===== src/rtl/sram_arbiter_if.sv =====
// Port bundle for the shared SRAM arbiter: two client ports plus SRAM pins.
// The slave view belongs to the arbiter; the master view to its environment.
interface sram_arbiter_if;
  logic        p0_req;
  logic [17:0] p0_addr;
  logic [31:0] p0_wd;
  logic        p0_ack;
  logic        p1_req;
  logic [17:0] p1_addr;
  logic [31:0] p1_rd;
  logic        p1_ack;
  logic        sram_ce_n;
  logic        sram_oe_n;
  logic        sram_we_n;
  logic [17:0] sram_addr;
  logic [31:0] sram_wd;
  logic        sram_wd_en;
  logic [31:0] sram_rd;
  logic        busy;

  modport slave (
    input  p0_req, p0_addr, p0_wd,
    input  p1_req, p1_addr, sram_rd,
    output p0_ack, p1_rd, p1_ack,
    output sram_ce_n, sram_oe_n, sram_we_n,
    output sram_addr, sram_wd, sram_wd_en,
    output busy
  );

  modport master (
    output p0_req, p0_addr, p0_wd,
    output p1_req, p1_addr, sram_rd,
    input  p0_ack, p1_rd, p1_ack,
    input  sram_ce_n, sram_oe_n, sram_we_n,
    input  sram_addr, sram_wd, sram_wd_en,
    input  busy
  );
endinterface


===== src/rtl/sram_arbiter.sv =====
// Round-robin arbiter and strobe sequencer for the shared async SRAM pair.
// Port 0 writes, port 1 reads; every output is a flop fed from next state.
module sram_arbiter #(
  parameter int WE_CYCLES = 2,
  parameter int RD_CYCLES = 3
) (
  input logic           clk,
  input logic           reset,
  sram_arbiter_if.slave bus
);

  typedef enum logic [2:0] {
    IDLE,
    WR_SETUP,
    WR_PULSE,
    WR_HOLD,
    RD_ACCESS,
    RD_DONE
  } state_t;

  localparam logic [3:0] WE_LOAD = 4'(WE_CYCLES - 1);
  localparam logic [3:0] RD_LOAD = 4'(RD_CYCLES - 1);

  state_t      state;
  state_t      state_d;
  logic [3:0]  cnt;
  logic [3:0]  cnt_d;
  logic        last;
  logic        last_d;
  logic        gnt0;
  logic        gnt1;
  logic        ce_n_d;
  logic        oe_n_d;
  logic        we_n_d;
  logic        wd_en_d;
  logic        ack0_d;
  logic        ack1_d;
  logic [17:0] addr_d;
  logic [31:0] wd_d;
  logic [31:0] rd_d;

  // On a tie the port that did not win last time is granted.
  assign gnt0 = bus.p0_req & (~bus.p1_req | last);
  assign gnt1 = bus.p1_req & (~bus.p0_req | ~last);

  always_comb begin
    state_d = state;
    cnt_d   = cnt;
    last_d  = last;
    addr_d  = bus.sram_addr;
    wd_d    = bus.sram_wd;
    rd_d    = bus.p1_rd;
    unique case (state)
      IDLE: begin
        unique case (1'b1)
          gnt0: begin
            state_d = WR_SETUP;
            addr_d  = bus.p0_addr;
            wd_d    = bus.p0_wd;
            last_d  = 1'b0;
          end
          gnt1: begin
            state_d = RD_ACCESS;
            cnt_d   = RD_LOAD;
            addr_d  = bus.p1_addr;
            last_d  = 1'b1;
          end
          default: ;
        endcase
      end
      WR_SETUP: begin
        state_d = WR_PULSE;
        cnt_d   = WE_LOAD;
      end
      WR_PULSE: begin
        if (cnt == 4'd0) state_d = WR_HOLD;
        else             cnt_d   = cnt - 4'd1;
      end
      WR_HOLD: state_d = IDLE;
      RD_ACCESS: begin
        if (cnt == 4'd0) begin
          state_d = RD_DONE;
          rd_d    = bus.sram_rd;
        end else begin
          cnt_d = cnt - 4'd1;
        end
      end
      RD_DONE: state_d = IDLE;
      default: state_d = IDLE;
    endcase

    ce_n_d  = 1'b1;
    oe_n_d  = 1'b1;
    we_n_d  = 1'b1;
    wd_en_d = 1'b0;
    ack0_d  = 1'b0;
    ack1_d  = 1'b0;
    // Strobes decode the state being entered so they are registered.
    unique case (state_d)
      WR_SETUP: begin
        ce_n_d  = 1'b0;
        wd_en_d = 1'b1;
      end
      WR_PULSE: begin
        ce_n_d  = 1'b0;
        we_n_d  = 1'b0;
        wd_en_d = 1'b1;
      end
      WR_HOLD: begin
        ce_n_d  = 1'b0;
        wd_en_d = 1'b1;
        ack0_d  = 1'b1;
      end
      RD_ACCESS: begin
        ce_n_d = 1'b0;
        oe_n_d = 1'b0;
      end
      RD_DONE: begin
        ce_n_d = 1'b0;
        ack1_d = 1'b1;
      end
      default: ;
    endcase
  end

  always_ff @(posedge clk) begin
    if (reset) begin
      state          <= IDLE;
      cnt            <= 4'd0;
      last           <= 1'b1;
      bus.sram_ce_n  <= 1'b1;
      bus.sram_oe_n  <= 1'b1;
      bus.sram_we_n  <= 1'b1;
      bus.sram_wd_en <= 1'b0;
      bus.sram_addr  <= 18'd0;
      bus.sram_wd    <= 32'd0;
      bus.p1_rd      <= 32'd0;
      bus.p0_ack     <= 1'b0;
      bus.p1_ack     <= 1'b0;
      bus.busy       <= 1'b0;
    end else begin
      state          <= state_d;
      cnt            <= cnt_d;
      last           <= last_d;
      bus.sram_ce_n  <= ce_n_d;
      bus.sram_oe_n  <= oe_n_d;
      bus.sram_we_n  <= we_n_d;
      bus.sram_wd_en <= wd_en_d;
      bus.sram_addr  <= addr_d;
      bus.sram_wd    <= wd_d;
      bus.p1_rd      <= rd_d;
      bus.p0_ack     <= ack0_d;
      bus.p1_ack     <= ack1_d;
      bus.busy       <= (state_d != IDLE);
    end
  end

endmodule


===== src/flat_wrapper.sv =====
// flat-port wrapper written by rule: the top's interface ports become plain ports
module sram_arbiter_flat 
#(
  parameter int WE_CYCLES = 2,
  parameter int RD_CYCLES = 3
)
  (clk, reset, bus_p0_req, bus_p0_addr, bus_p0_wd, bus_p1_req, bus_p1_addr, bus_sram_rd, bus_p0_ack, bus_p1_rd, bus_p1_ack, bus_sram_ce_n, bus_sram_oe_n, bus_sram_we_n, bus_sram_addr, bus_sram_wd, bus_sram_wd_en, bus_busy);
  sram_arbiter_if bus_i ();
  input logic clk;
  input logic reset;
  input wire logic [$bits(bus_i.p0_req)-1:0] bus_p0_req;
  input wire logic [$bits(bus_i.p0_addr)-1:0] bus_p0_addr;
  input wire logic [$bits(bus_i.p0_wd)-1:0] bus_p0_wd;
  input wire logic [$bits(bus_i.p1_req)-1:0] bus_p1_req;
  input wire logic [$bits(bus_i.p1_addr)-1:0] bus_p1_addr;
  input wire logic [$bits(bus_i.sram_rd)-1:0] bus_sram_rd;
  output wire logic [$bits(bus_i.p0_ack)-1:0] bus_p0_ack;
  output wire logic [$bits(bus_i.p1_rd)-1:0] bus_p1_rd;
  output wire logic [$bits(bus_i.p1_ack)-1:0] bus_p1_ack;
  output wire logic [$bits(bus_i.sram_ce_n)-1:0] bus_sram_ce_n;
  output wire logic [$bits(bus_i.sram_oe_n)-1:0] bus_sram_oe_n;
  output wire logic [$bits(bus_i.sram_we_n)-1:0] bus_sram_we_n;
  output wire logic [$bits(bus_i.sram_addr)-1:0] bus_sram_addr;
  output wire logic [$bits(bus_i.sram_wd)-1:0] bus_sram_wd;
  output wire logic [$bits(bus_i.sram_wd_en)-1:0] bus_sram_wd_en;
  output wire logic [$bits(bus_i.busy)-1:0] bus_busy;
  assign bus_i.p0_req = bus_p0_req;
  assign bus_i.p0_addr = bus_p0_addr;
  assign bus_i.p0_wd = bus_p0_wd;
  assign bus_i.p1_req = bus_p1_req;
  assign bus_i.p1_addr = bus_p1_addr;
  assign bus_i.sram_rd = bus_sram_rd;
  assign bus_p0_ack = bus_i.p0_ack;
  assign bus_p1_rd = bus_i.p1_rd;
  assign bus_p1_ack = bus_i.p1_ack;
  assign bus_sram_ce_n = bus_i.sram_ce_n;
  assign bus_sram_oe_n = bus_i.sram_oe_n;
  assign bus_sram_we_n = bus_i.sram_we_n;
  assign bus_sram_addr = bus_i.sram_addr;
  assign bus_sram_wd = bus_i.sram_wd;
  assign bus_sram_wd_en = bus_i.sram_wd_en;
  assign bus_busy = bus_i.busy;
  sram_arbiter #(.WE_CYCLES(WE_CYCLES), .RD_CYCLES(RD_CYCLES)) u_core (.clk(clk), .reset(reset), .bus(bus_i));
endmodule

===== config.mk =====
export PLATFORM = sky130hd
export DESIGN_NAME = sram_arbiter_flat
export DESIGN_NICKNAME = d
export VERILOG_FILES = /design/src/rtl/sram_arbiter_if.sv /design/src/rtl/sram_arbiter.sv /design/src/flat_wrapper.sv
export SDC_FILE = /design/constraint.sdc
export NUM_CORES = 1
export LEC_CHECK = 0
export ABC_CLOCK_PERIOD_IN_PS = 2200
export CAP_MARGIN = 40
export CELL_PAD_IN_SITES_DETAIL_PLACEMENT = 2
export CELL_PAD_IN_SITES_GLOBAL_PLACEMENT = 2
export CORE_MARGIN = 5
export CORE_UTILIZATION = 21
export CTS_CLUSTER_SIZE = 10
export DETAILED_ROUTE_END_ITERATION = 8
export PLACE_DENSITY = 0.85
export SLEW_MARGIN = 20
export SYNTH_ARGS = -nofsm -noshare
export SYNTH_HDL_FRONTEND = slang
export SYNTH_SLANG_ARGS = --single-unit

===== constraint.sdc =====
create_clock -name clk -period 2.2 [get_ports clk]
set_input_delay 0.33 -clock clk [delete_from_list [all_inputs] [get_ports clk]]
set_output_delay 0.33 -clock clk [all_outputs]
set_load 0.05 [all_outputs]

# == Word level (Yosys, flattened, before mapping) ==
# Index checks and enable logic that the tools add are counted.
# W data, S select, Z words.
# classes
muxes,15
add_sub_neg,1
n_bitwise,7
n_eq_ne,10
reduce_logical,12
# op_table
cell,n
$pmux W18 S2,1
$pmux W3 S4,1
$pmux W4 S3,1
$eq A3 B2 Y1 const B,3
$eq A3 B3 Y1 const B,3
$mux W4,2
$eq A3 B1 Y1 const B,2
$mux W1,6
$mux W3,2
$pmux W3 S2,1
$reduce_and A2 Y1,3
$reduce_bool A3 Y1,2
$reduce_or A5 Y1,1
$logic_not A4 Y1,1
$sub A4 B1 Y4 const B,1
$logic_not A3 Y1,1
$not A1 Y1,3
$reduce_and A3 Y1,1
$reduce_or A3 Y1,1
$and A1 B1 Y1,2
$ne A2 B1 Y1 const B,1
$ne A2 B2 Y1 const B,1
$or A1 B1 Y1,2
$pmux W1 S2,1
other kinds (2),2
# word_totals
output_inout_bits,89
ff_bits,97
inputBits,104
word_cells,58

# == Logic depth before layout (Yosys ltp) ==
# Gate-level depths: netlist (run 1).
# depth
word_depth,8
ltp_mapped,7
mapped_depth_nobuf,6

# == Worst setup path after synthesis (run 1) ==
# No wires, ideal clock.
# synth_path
kind,register -> register
startpoint,register u_core.cnt[0]
endpoint,register u_core.bus.p1_rd[1]
period_less_slack_ns,1.681
path_slack_ns,0.519
stages_incl_launch_ff,8
setup_time_ns,0.067
path_buffers,1
t_arrival_ns,1.614
cell_sequence,dfxtp_1 > inv_1 > ha_1 > or4b_4 > nor3b_4 > buf_6 > nand2_1 > a21oi_2
# synth_between
elab_chain_cells,2
# synth_rtl
element,line,text
start: declaration,sram_arbiter.sv:26,logic [3:0] cnt;
start signal: assignment,sram_arbiter.sv:143,cnt <= cnt_d;
$logic_not A4 Y1,sram_arbiter.sv:81,if (cnt == 4'd0) begin
$reduce_and A2 Y1 (no line),n/a,
end signal: assignment,sram_arbiter.sv:151,bus.p1_rd <= rd_d;
end: declaration,sram_arbiter_if.sv:24,"output p0_ack, p1_rd, p1_ack,"
# Every way passes these cells.
# A chain may end at the register's enable or synchronous reset.

# == Worst setup path after layout (run 1) ==
# layout_path
startpoint,register u_core.cnt[1]
endpoint,register u_core.bus.p1_rd[9]
# The elaborated chain is that of the path after synthesis.

==> results of run 1 <==
## registers in the layout, summed over array words and instances, names as in the netlist
| name | flops |
|---|---|
| u_core.bus.sram_ce_n | 1 |
| u_core.bus.sram_oe_n | 1 |
| u_core.bus.sram_we_n | 1 |
| u_core.bus.p0_ack | 1 |
| u_core.bus.sram_wd_en | 1 |
| u_core.bus.sram_wd | 32 |
| u_core.bus.p1_rd | 32 |
| u_core.bus.sram_addr | 18 |
| u_core.state | 3 |
| u_core.bus.p1_ack | 1 |
| u_core.cnt | 4 |
| u_core.bus.busy | 1 |
| u_core.last | 1 |
## stage by stage
step,setup slack [ns],util [%],total power [uW],hold WS [ns]
global route,0.1334,35.37,8053,0.4799
finish,0.3351,35.37,7612,0.4589
CTS,0.2815,35.37,7753,0.4581
floorplan,0.5186,-,4788,0.4258
global placement,0.4036,33.76,5995,0.4425
detailed placement,0.2212,33.76,6174,0.4498
## power by group
part	switching, uW	leakage [uW]	total, uW	internal, uW
combinational	2360	0.00127	3670	1300
sequential	262	0.000794	2410	2150
clock	658	0.000133	1530	875
## final timing paths
kind                                          start             endpoint  cells past startpoint
worst max-delay path                  u_core.cnt[1]  u_core.bus.p1_rd[9]                      7
worst min-delay path            u_core.bus.p1_rd[4]  u_core.bus.p1_rd[4]                      2
worst max register to register        u_core.cnt[1]  u_core.bus.p1_rd[9]                      7
worst min register to register  u_core.bus.p1_rd[4]  u_core.bus.p1_rd[4]                      2
## worst register-to-register path: cells and delay by family, from the launching register on
family	cells	cell delay, ns
compound gates	1	0.14
fa+ha+maj	1	0.17
simple gates	3	0.84
flops	1	0.31
buf+inv	2	0.32
## layout make-up
class	count	area, sq um	area share (%)
inverter	2	7.507	0.1223
timing repair buffer	204	2034	33.14
tap	225	281.5	4.586
clock buffer	12	236.5	3.852
multi-input combinational	325	1594	25.97
clock inverter	3	42.54	0.6930
sequential	97	1942	31.63
## placed cells by master (no fill, tap or decap), types with 3 or more instances in the layout
cell             count
a21oi_1             67
a311oi_1            18
buf_4               11
clkbuf_1             3
clkbuf_16            9
clkdlybuf4s50_1    191
dfxtp_1             97
nand2_1            167
nand2b_1             3
nand3_1              3
nor2_1              23
nor2b_1              4
nor3_1               3
o21ai_0              5
## per-layer routing
layer / up-vias / wire (um) / global-route usage [%]
li1: 1880 / - / -
met1: 1883 / 5859 / 15.72
met2: 104 / 7873 / 26.85
met3: 14 / 967 / 4.354
met4: 0 / 200 / 3.952
met5: - / 0 / 0
## cells by family (layout without fill, tap and decap cells)
group                      count (synthesis)  count (layout)  synth area share (%)
buffers and inverters                     35             221                 4.816
xor gates and xnor gates                   2               2                0.4716
AOI/OAI and AO/OA                        101             101                 16.44
and+or+nand+nor                          218             218                 24.79
adders and majority gates                  4               4                 1.212
DFF                                       97              97                 52.27
==> metrics.md, run 1 <==
| Metric | Value |
|---|---|
| Syn nets | 563 |
| Area leader, netlist | dfxtp_1 |
| First-pass GRT wire length | 23,400 um |
| Top cells by area, synth | dfxtp_1, nand2_1, a21oi_1 |
| Clock Sinks | 97 |
| Final design area excluding fillers | 6138 sq um |
| Post-synth top area share | 52.27% |
| DP Wirelength | 11,370 um |
| Setup TNS | 0 ns |
| Die height | 143 um |
| Fill count | 1,907 |
| Num CTS Buffers | 9 |
| EDFF count, synth | 0 |
| Post-synthesis cell area | 3715 sq um |
| RSZ-0062 raised after global routing | no |
| H-tree levels | 3 |
| Buf/Inv on CP | 2 |
| Worst Tran Pin Value | 0.7395 ns |
| Final nets | 745 |
| Nature of the critical path startpoint | register |
| Leak Pwr | 0.002194 uW |
| Routed WL per cell | 17.17 um |
| Clock latency on the worst-skew pair | 0.34 ns |
| Placed cell count | 853 |
| Clock skew | 0.006722 ns |
| Die width | 143 um |
| Area grow syn2layout | 65.24% |
| N_diodes | 0 |
| Pre-Repair DR Iteration Count | 4 |
| Final antenna-violating net count | 0 |
| Final Hold Vio Count | 0 |
| WL final | 14,900 um |
| # DRC | 0 |
| Top-count cell post-synth | nand2_1 |
| Post-place instance area | 5859 sq um |
| Number of synthesized register bits | 97 |
| Max-slew violation count | 0 |
| Synth cell count leaders | nand2_1, dfxtp_1, a21oi_1, nor2_1, a311oi_1 |
| Sequential fraction of the synthesis area | 52.27% |
| CP top delay family | simple AND/OR/NAND/NOR gates |
| Min cycle time layout | 1.865 ns |
| Crit Path Max Fanout | 32 |
| Max_cap viols | 0 |
| Most used DFF post-synth | dfxtp_1 |
| Post-cts resize count | 0 |
| Netlist cell types | 39 |
| Clock Path Buffers | 2 |
| Status | completed |
| Critical Path End Type | register |
| Number of global-route vias before repair | 4,433 |
| Initial antenna violation count | 0 |
| Power density cells | 1240 nW/um^2 |
| Layout cell share with drive strength beyond 1 | 4.821% |
| Rows | 48 |
| Ports | 193 |
| Worst path cell trace | inv_1, ha_1, or4b_4, nor3b_4, buf_12, nand2_1, a21oi_1 |
| Worst endpoint required time | 2.46 ns |
| Hold_buf cts | 0 |
| CTS clk-pin slew, worst paths | 0.06 ns |
| Slew headroom | 50.70% |
| Total track usage | 14.39% |
| Via count | 3,881 |
| CORE AREA | 17,360 sq um |
| Global route overflow | 0 |
| Peak VDD IR | 0.5167 mV |
| Slowest CP cell | or4b_4 |
| DRT iter0 DRCs | 61 |
| Die area | 20,450 sq um |
| GP Congestion | 0.7534 |
| Largest net degree at the start of global routing | 69 |
| IO Port Bufs | 192 |
| Final cell count without fillers | 868 |
| Final Cycle Share | 84.77% |
| F_max | 536.2 MHz |
| Critical path class | reg2reg |
| Async SR Flop Fraction | 0% |
| CTS tree | yes |
| Data arrival time of the worst path | 2.12 ns |
| Clock Tree Root | clkbuf_16 |
| Initial Util | 21.40% |
| Hold/Removal Path Class | reg2reg |
| Setup bufs post-CTS | 0 |
| Final setup fails | 0 |
| Worst reg-to-reg setup slack | 0.34 ns |
| Max incr delay on CP | 0.49 ns |
| Vias per cell | 4.471 |
| Synth warn | 0 |
| Post-Synthesis Cells | 457 |
| Synth Area per Inst | 8.129 sq um |
No activity file was read; power rests on OpenSTA's default activity.
==> run 2: changes to the inputs <==
--- a/config.mk
+++ b/config.mk
@@ -5,7 +5,7 @@
 export SDC_FILE = /design/constraint.sdc
 export NUM_CORES = 1
 export LEC_CHECK = 0
-export ABC_CLOCK_PERIOD_IN_PS = 2200
+export ABC_CLOCK_PERIOD_IN_PS = 1790
 export CAP_MARGIN = 40
 export CELL_PAD_IN_SITES_DETAIL_PLACEMENT = 2
 export CELL_PAD_IN_SITES_GLOBAL_PLACEMENT = 2
==> constraint.sdc (replaced) <==
create_clock -name clk -period 1.79 [get_ports clk]
set_input_delay 0.2685 -clock clk [delete_from_list [all_inputs] [get_ports clk]]
set_output_delay 0.2685 -clock clk [all_outputs]
set_load 0.05 [all_outputs]
==> metrics.md, run 2 (synthesis results as in run 1) <==
| Metric | Value |
|---|---|
| Status | complete, but fails checks (was completed) |
| Violated checks | setup timing |
| Nature of the critical path startpoint | register (unchanged) |
| Hold/Removal Path Class | in2reg (was reg2reg) |
| Fill count | 1,886 (was 1,907) |
| Die height | 143 um (unchanged) |
| Post-place instance area | 5889 sq um (was 5859 sq um) |
| Final worst setup slack | -0.05973 ns (was 0.3351 ns) |
| Clock Path Buffers | 2 (unchanged) |
| Pre-CTS WS | -0.08263 ns (was 0.2212 ns) |
| Initial antenna violation count | 0 (unchanged) |
| Final antenna-violating net count | 0 (unchanged) |
| Power density cells | 1485 nW/um^2 (was 1240 nW/um^2) |
| Ports | 193 (unchanged) |
| Multi-input logic area | 1832 sq um (was 1594 sq um) |
| Reg area | 1944 sq um (was 1942 sq um) |
| H-tree levels | 3 (unchanged) |
| Layout cell share with drive strength beyond 1 | 18.97% (was 4.821%) |
| Pre-Repair DR Iteration Count | 4 (unchanged) |
| Worst path cell trace | inv_2, ha_4, or4b_4, nor3b_4, buf_6, buf_12, nand2_4, a21oi_2 (was inv_1, ha_1, or4b_4, nor3b_4, buf_12, nand2_1, a21oi_1) |
| Commonest non-fill, non-tap cell in the layout | nand2_1 (was clkdlybuf4s50_1) |
| Clock latency on the worst-skew pair | 0.34 ns (about the same) |
| Final design area excluding fillers | 6573 sq um (was 6138 sq um) |
| Rows | 48 (unchanged) |
| Clock skew | 0.008580 ns (was 0.006722 ns) |
| Area grow syn2layout | 76.93% (was 65.24%) |
| Critical path class | reg2reg (unchanged) |
| RSZ-0062 raised after global routing | yes (was no) |
| IO Port Bufs | 192 (unchanged) |
| Peak VDD IR | 0.5832 mV (was 0.5167 mV) |
| Clock Tree Root | clkbuf_16 (unchanged) |
| # DRC | 0 (unchanged) |
| Worst reg-to-reg setup slack | -0.06 ns (was 0.34 ns) |
| Top flop regs | u_core.bus.p1_rd x32, u_core.bus.sram_wd x32, u_core.bus.sram_addr x18 (unchanged) |
| Post-route total power | 9760 uW (was 7612 uW) |
| Final Cycle Share | 103.3% (was 84.77%) |
| F_max | 540.6 MHz (was 536.2 MHz) |
| Routed WL per cell | 17.94 um (was 17.17 um) |
| CP top delay family | simple AND/OR/NAND/NOR gates (unchanged) |
| Final setup fails | 28 (was 0) |
| Most frequent cells in the layout | nand2_1, clkdlybuf4s50_1, dfxtp_1 (was clkdlybuf4s50_1, nand2_1, dfxtp_1) |
| Leak Pwr | 0.003074 uW (was 0.002194 uW) |
| Final Hold Vio Count | 0 (unchanged) |
| Slew headroom | 62.73% (was 50.70%) |
| Max incr delay on CP | 0.48 ns (was 0.49 ns) |
| Worst Tran Pin Value | 0.5581 ns (was 0.7395 ns) |
| Max-slew violation count | 0 (unchanged) |
| Max_cap viols | 0 (unchanged) |
| M3 GR Usage | 3.818% (was 4.354%) |
| Via count | 3,975 (was 3,881) |
| Die width | 143 um (unchanged) |
| Buf/Inv on CP | 3 (was 2) |
| Crit Path Max Fanout | 8 (was 32) |
| Layout Utilization | 37.87% (was 35.37%) |
| Num CTS Buffers | 9 (unchanged) |
| GP Congestion | 0.8129 (was 0.7534) |
| Global route overflow | 0 (unchanged) |
| DRT iter0 DRCs | 81 (was 61) |
| Data arrival time of the worst path | 2.12 ns (about the same) |
| Met1 Use GR | 16.15% (was 15.72%) |
| Clock Sinks | 97 (unchanged) |
| N_diodes | 0 (unchanged) |
| CORE AREA | 17,360 sq um (unchanged) |
| Hold_buf cts | 0 (unchanged) |
| WL final | 15,860 um (was 14,900 um) |
| Slowest CP cell | or4b_4 (unchanged) |
| Met2 Track Usage GR | 27.72% (was 26.85%) |
| Number of global-route vias before repair | 4,373 (was 4,433) |
| CTS tree | yes (unchanged) |
| Total track usage | 14.62% (was 14.39%) |
| Die area | 20,450 sq um (unchanged) |
| Critical Path End Type | register (unchanged) |
| Vias per cell | 4.497 (was 4.471) |
| CTS clk-pin slew, worst paths | 0.07 ns (was 0.06 ns) |
| Min cycle time layout | 1.850 ns (was 1.865 ns) |
| Largest net degree at the start of global routing | 40 (was 69) |
| Worst endpoint required time | 2.06 ns (was 2.46 ns) |
| DP Wirelength | 11,160 um (was 11,370 um) |
| Final nets | 761 (was 745) |
| Most Crowded Layer GR | met2 (unchanged) |
| First-pass GRT wire length | 23,770 um (was 23,400 um) |
| Initial Util | 21.40% (unchanged) |
## run 2: metal layers
metal | routed length (um) | part of all wire, % | vias to the layer above
met5 | 0 | 0 | -
met4 | 162 | 1.0 | 0
met3 | 965 | 6.1 | 11
met2 | 8695 | 55 | 112
met1 | 6037 | 38 | 1942
li1 | - | - | 1910
## run 2: path summary, 6_finish.rpt
path	cells past startpoint	start	end
worst max-delay path	8	u_core.cnt[1]	u_core.bus.p1_rd[5]
worst min register to register	2	u_core.bus.sram_wd[12]	u_core.bus.sram_wd[12]
worst max register to register	8	u_core.cnt[1]	u_core.bus.p1_rd[5]
worst min-delay path	2	reset	u_core.state[0]
## run 2: what timing repair did
| action | CTS | global route |
|---|---|---|
| buffers inserted | 7 | 3 |
| cloned | 2 | 1 |
| gates resized for setup | 54 | 86 |
| hold endpoints to repair | 0 | 0 |
| setup endpoints to repair | 64 | 114 |
| pin swaps | 6 | 30 |
## run 2: area by class of cell
cell class | instances | area share (%)
Clock buffer | 10 | 3.484
Tap cell | 225 | 4.283
Clock inverter | 5 | 0.8567
Inverter | 2 | 0.1523
Multi-Input combinational cell | 325 | 27.87
Timing Repair Buffer | 220 | 33.77
Sequential cell | 97 | 29.58
## run 2: report_power, final
part           leakage [uW]  switching (uW)  total, uW  internal, uW
Combinational       0.00214            3120       4880          1750
Clock              0.000139             857       1930          1080
Sequential         0.000795             303       2950          2650
## run 2: metrics by stage
| stage | hold WS (ns) | cells | TNS [ns] |
|---|---|---|---|
| 6_report | 0.3897 | 884 | -0.6260 |
| 5_1_grt | 0.4138 | 884 | -6.659 |
| 4_1_cts | 0.3617 | 883 | -0.9907 |
| 3_5_place_dp | 0.4530 | 859 | -0.9743 |
| 3_3_place_gp | 0.4413 | 859 | 0 |
| 2_1_floorplan | 0.3643 | 457 | 0 |
==> RTL edit: new RTL, config.mk and constraints of run 2 <==
Re-encode `state_t` (6 states) as one-hot, 6 bits wide.
--- a/src/rtl/sram_arbiter.sv
+++ b/src/rtl/sram_arbiter.sv
@@ -9,13 +9,13 @@
   sram_arbiter_if.slave bus
 );
 
-  typedef enum logic [2:0] {
-    IDLE,
-    WR_SETUP,
-    WR_PULSE,
-    WR_HOLD,
-    RD_ACCESS,
-    RD_DONE
+  typedef enum logic [5:0] {
+    IDLE      = 6'b000001,
+    WR_SETUP  = 6'b000010,
+    WR_PULSE  = 6'b000100,
+    WR_HOLD   = 6'b001000,
+    RD_ACCESS = 6'b010000,
+    RD_DONE   = 6'b100000
   } state_t;
 
   localparam logic [3:0] WE_LOAD = 4'(WE_CYCLES - 1);
Formal check against the unedited RTL: same outputs for any inputs over 10 cycles, from zero or initial values and one cycle with reset high; not proved beyond that.
==> RTL edit against run 2 <==
  * The flow still finishes with violations (setup timing)
  * Worst setup slack lost 0.24 ns
  * Wire length grew 1.5%
  * Cell area up 0.89%
  * Total power decreased by 25%
  * Sequential cell count is 3 higher
  * Synthesized area is 0.88% higher
  * Global-route usage rose by 0.076 points
  * Clock power grew 2%
==> RTL edit: results (changes against run 2) <==
Power and ir drop
  • Combinational Power Share: 37.0% (was 50.0%)
  • Flop pwr share: 36.0% (was 30.2%)
  • NetSw: 2.67 mW (was 4.28 mW)
  • Pleak: 3.12 nW (was 3.07 nW)
  • VDD IR max: 0.000443 V (was 0.000583 V)
  • Switching Fraction: 36.7% (was 43.9%)

Placement
  • Gpl congestion: 0.769 (was 0.813)
  • Dpl ws: -0.375 ns (was -0.0826 ns)
  • Hpwl dp: 11500 um (was 11200 um)
  • DP Area: 5960 um^2 (was 5890 um^2)
  • Dpl cells: 834 (was 859)

STA
  • Hold WS: 0.341 ns (was 0.390 ns)
  • Clk_skew: 0.00782 ns (was 0.00858 ns)
  • Setup ws final: -0.299 ns (was -0.0597 ns)
  • # setup viols final: 63 (was 28)
  • Max transition margin: 63.6% (was 62.7%)
  • Sum Neg Setup Slack: -12.33 ns (was -0.626 ns)

Status
  • Status: finished with violations (unchanged)
  • Failing checks: setup timing (unchanged)

Synthesis
  • Synth area leaders: dfxtp_1, nand2_1, mux2i_1 (was dfxtp_1, nand2_1, a21oi_1)
  • Synth cell types: 36 (was 39)
  • Sequential share of the synthesized area: 53.4% (was 52.3%)
  • Net Count, Synth: 530 (was 563)
  • Top cells by count, synth: nand2_1, dfxtp_1, nor2_1, a21oi_1, mux2i_1 (was nand2_1, dfxtp_1, a21oi_1, nor2_1, a311oi_1)
  • Mapped Cells: 424 (was 457)

Routing
  • WL final: 16100 um (was 15900 um)
  • Via count: 3862 (was 3975)
  • Initial DRC count: 104 (was 81)

Global routing
  • Gr usage total: 14.7% (was 14.6%)
  • Largest net degree at the start of global routing: 36 (was 40)
  • Number of global-route vias before repair: 4407 (was 4373)
  • First-pass GRT wire length: 23900 um (was 23800 um)
  • Initial antenna violation count: 0 (unchanged)

Hold path
  • Worst Hold Path EP: u_core.cnt[1] (was u_core.state[0])
  • Hold Path Depth: 2 (unchanged)

Setup path
  • CP max stage delay: 0.57 ns (was 0.48 ns)
  • Startpoint Class: flop (unchanged)
  • CP arrival: 2.33 ns (was 2.12 ns)
  • R2R Path Start: u_core.state[3] (was u_core.cnt[1])
  • Crit path capture: u_core.bus.sram_addr[11] (was u_core.bus.p1_rd[5])
  • CP max stage cell: or4_4 (was or4b_4)

Layout
  • Layout fillers: 1902 (was 1886)
  • Util after Layout: 38.1% (was 37.9%)
  • Share of cells above drive strength 1: 17.3% (was 19.0%)
  • Final non-filler cell total: 867 (was 884)
  • Final #Nets: 743 (was 761)

Clocking
  • Clock Latency Late Sink: approximately 0.35 ns
  • Post-cts resize count: 60 (was 54)
  • Post-CTS Setup Bufs: 6 (was 7)
  • CTS Buf Count: 9 (unchanged)
## RTL edit: cell type report
cell class / instances / area share, %
tap: 225 / 4.25
inverter: 6 / 0.340
multi-input combinational: 290 / 25.9
timing repair buffer: 230 / 34.9
sequential: 100 / 30.2
clock inverter: 7 / 0.981
clock buffer: 9 / 3.40
## RTL edit: logic make-up (layout without fill, tap and decap cells)
kind of cell	count (synthesis)	after routing	share of synthesized area [%]
xor+xnor	1	1	0.234
fa+ha+maj	2	2	0.668
mux	32	32	8.55
buf+inv	34	252	4.04
simple gates	183	183	20.4
compound gates	72	72	12.7
flops	100	100	53.4
## RTL edit: layer usage
| metal | global-route usage [%] | up-vias | wire length (um) |
|---|---|---|---|
| met5 | 0 | - | 0 |
| met4 | 4.36 | 0 | 232 |
| met3 | 4.03 | 16 | 1070 |
| met2 | 27.9 | 113 | 8730 |
| met1 | 15.8 | 1877 | 6060 |
| li1 | - | 1856 | - |
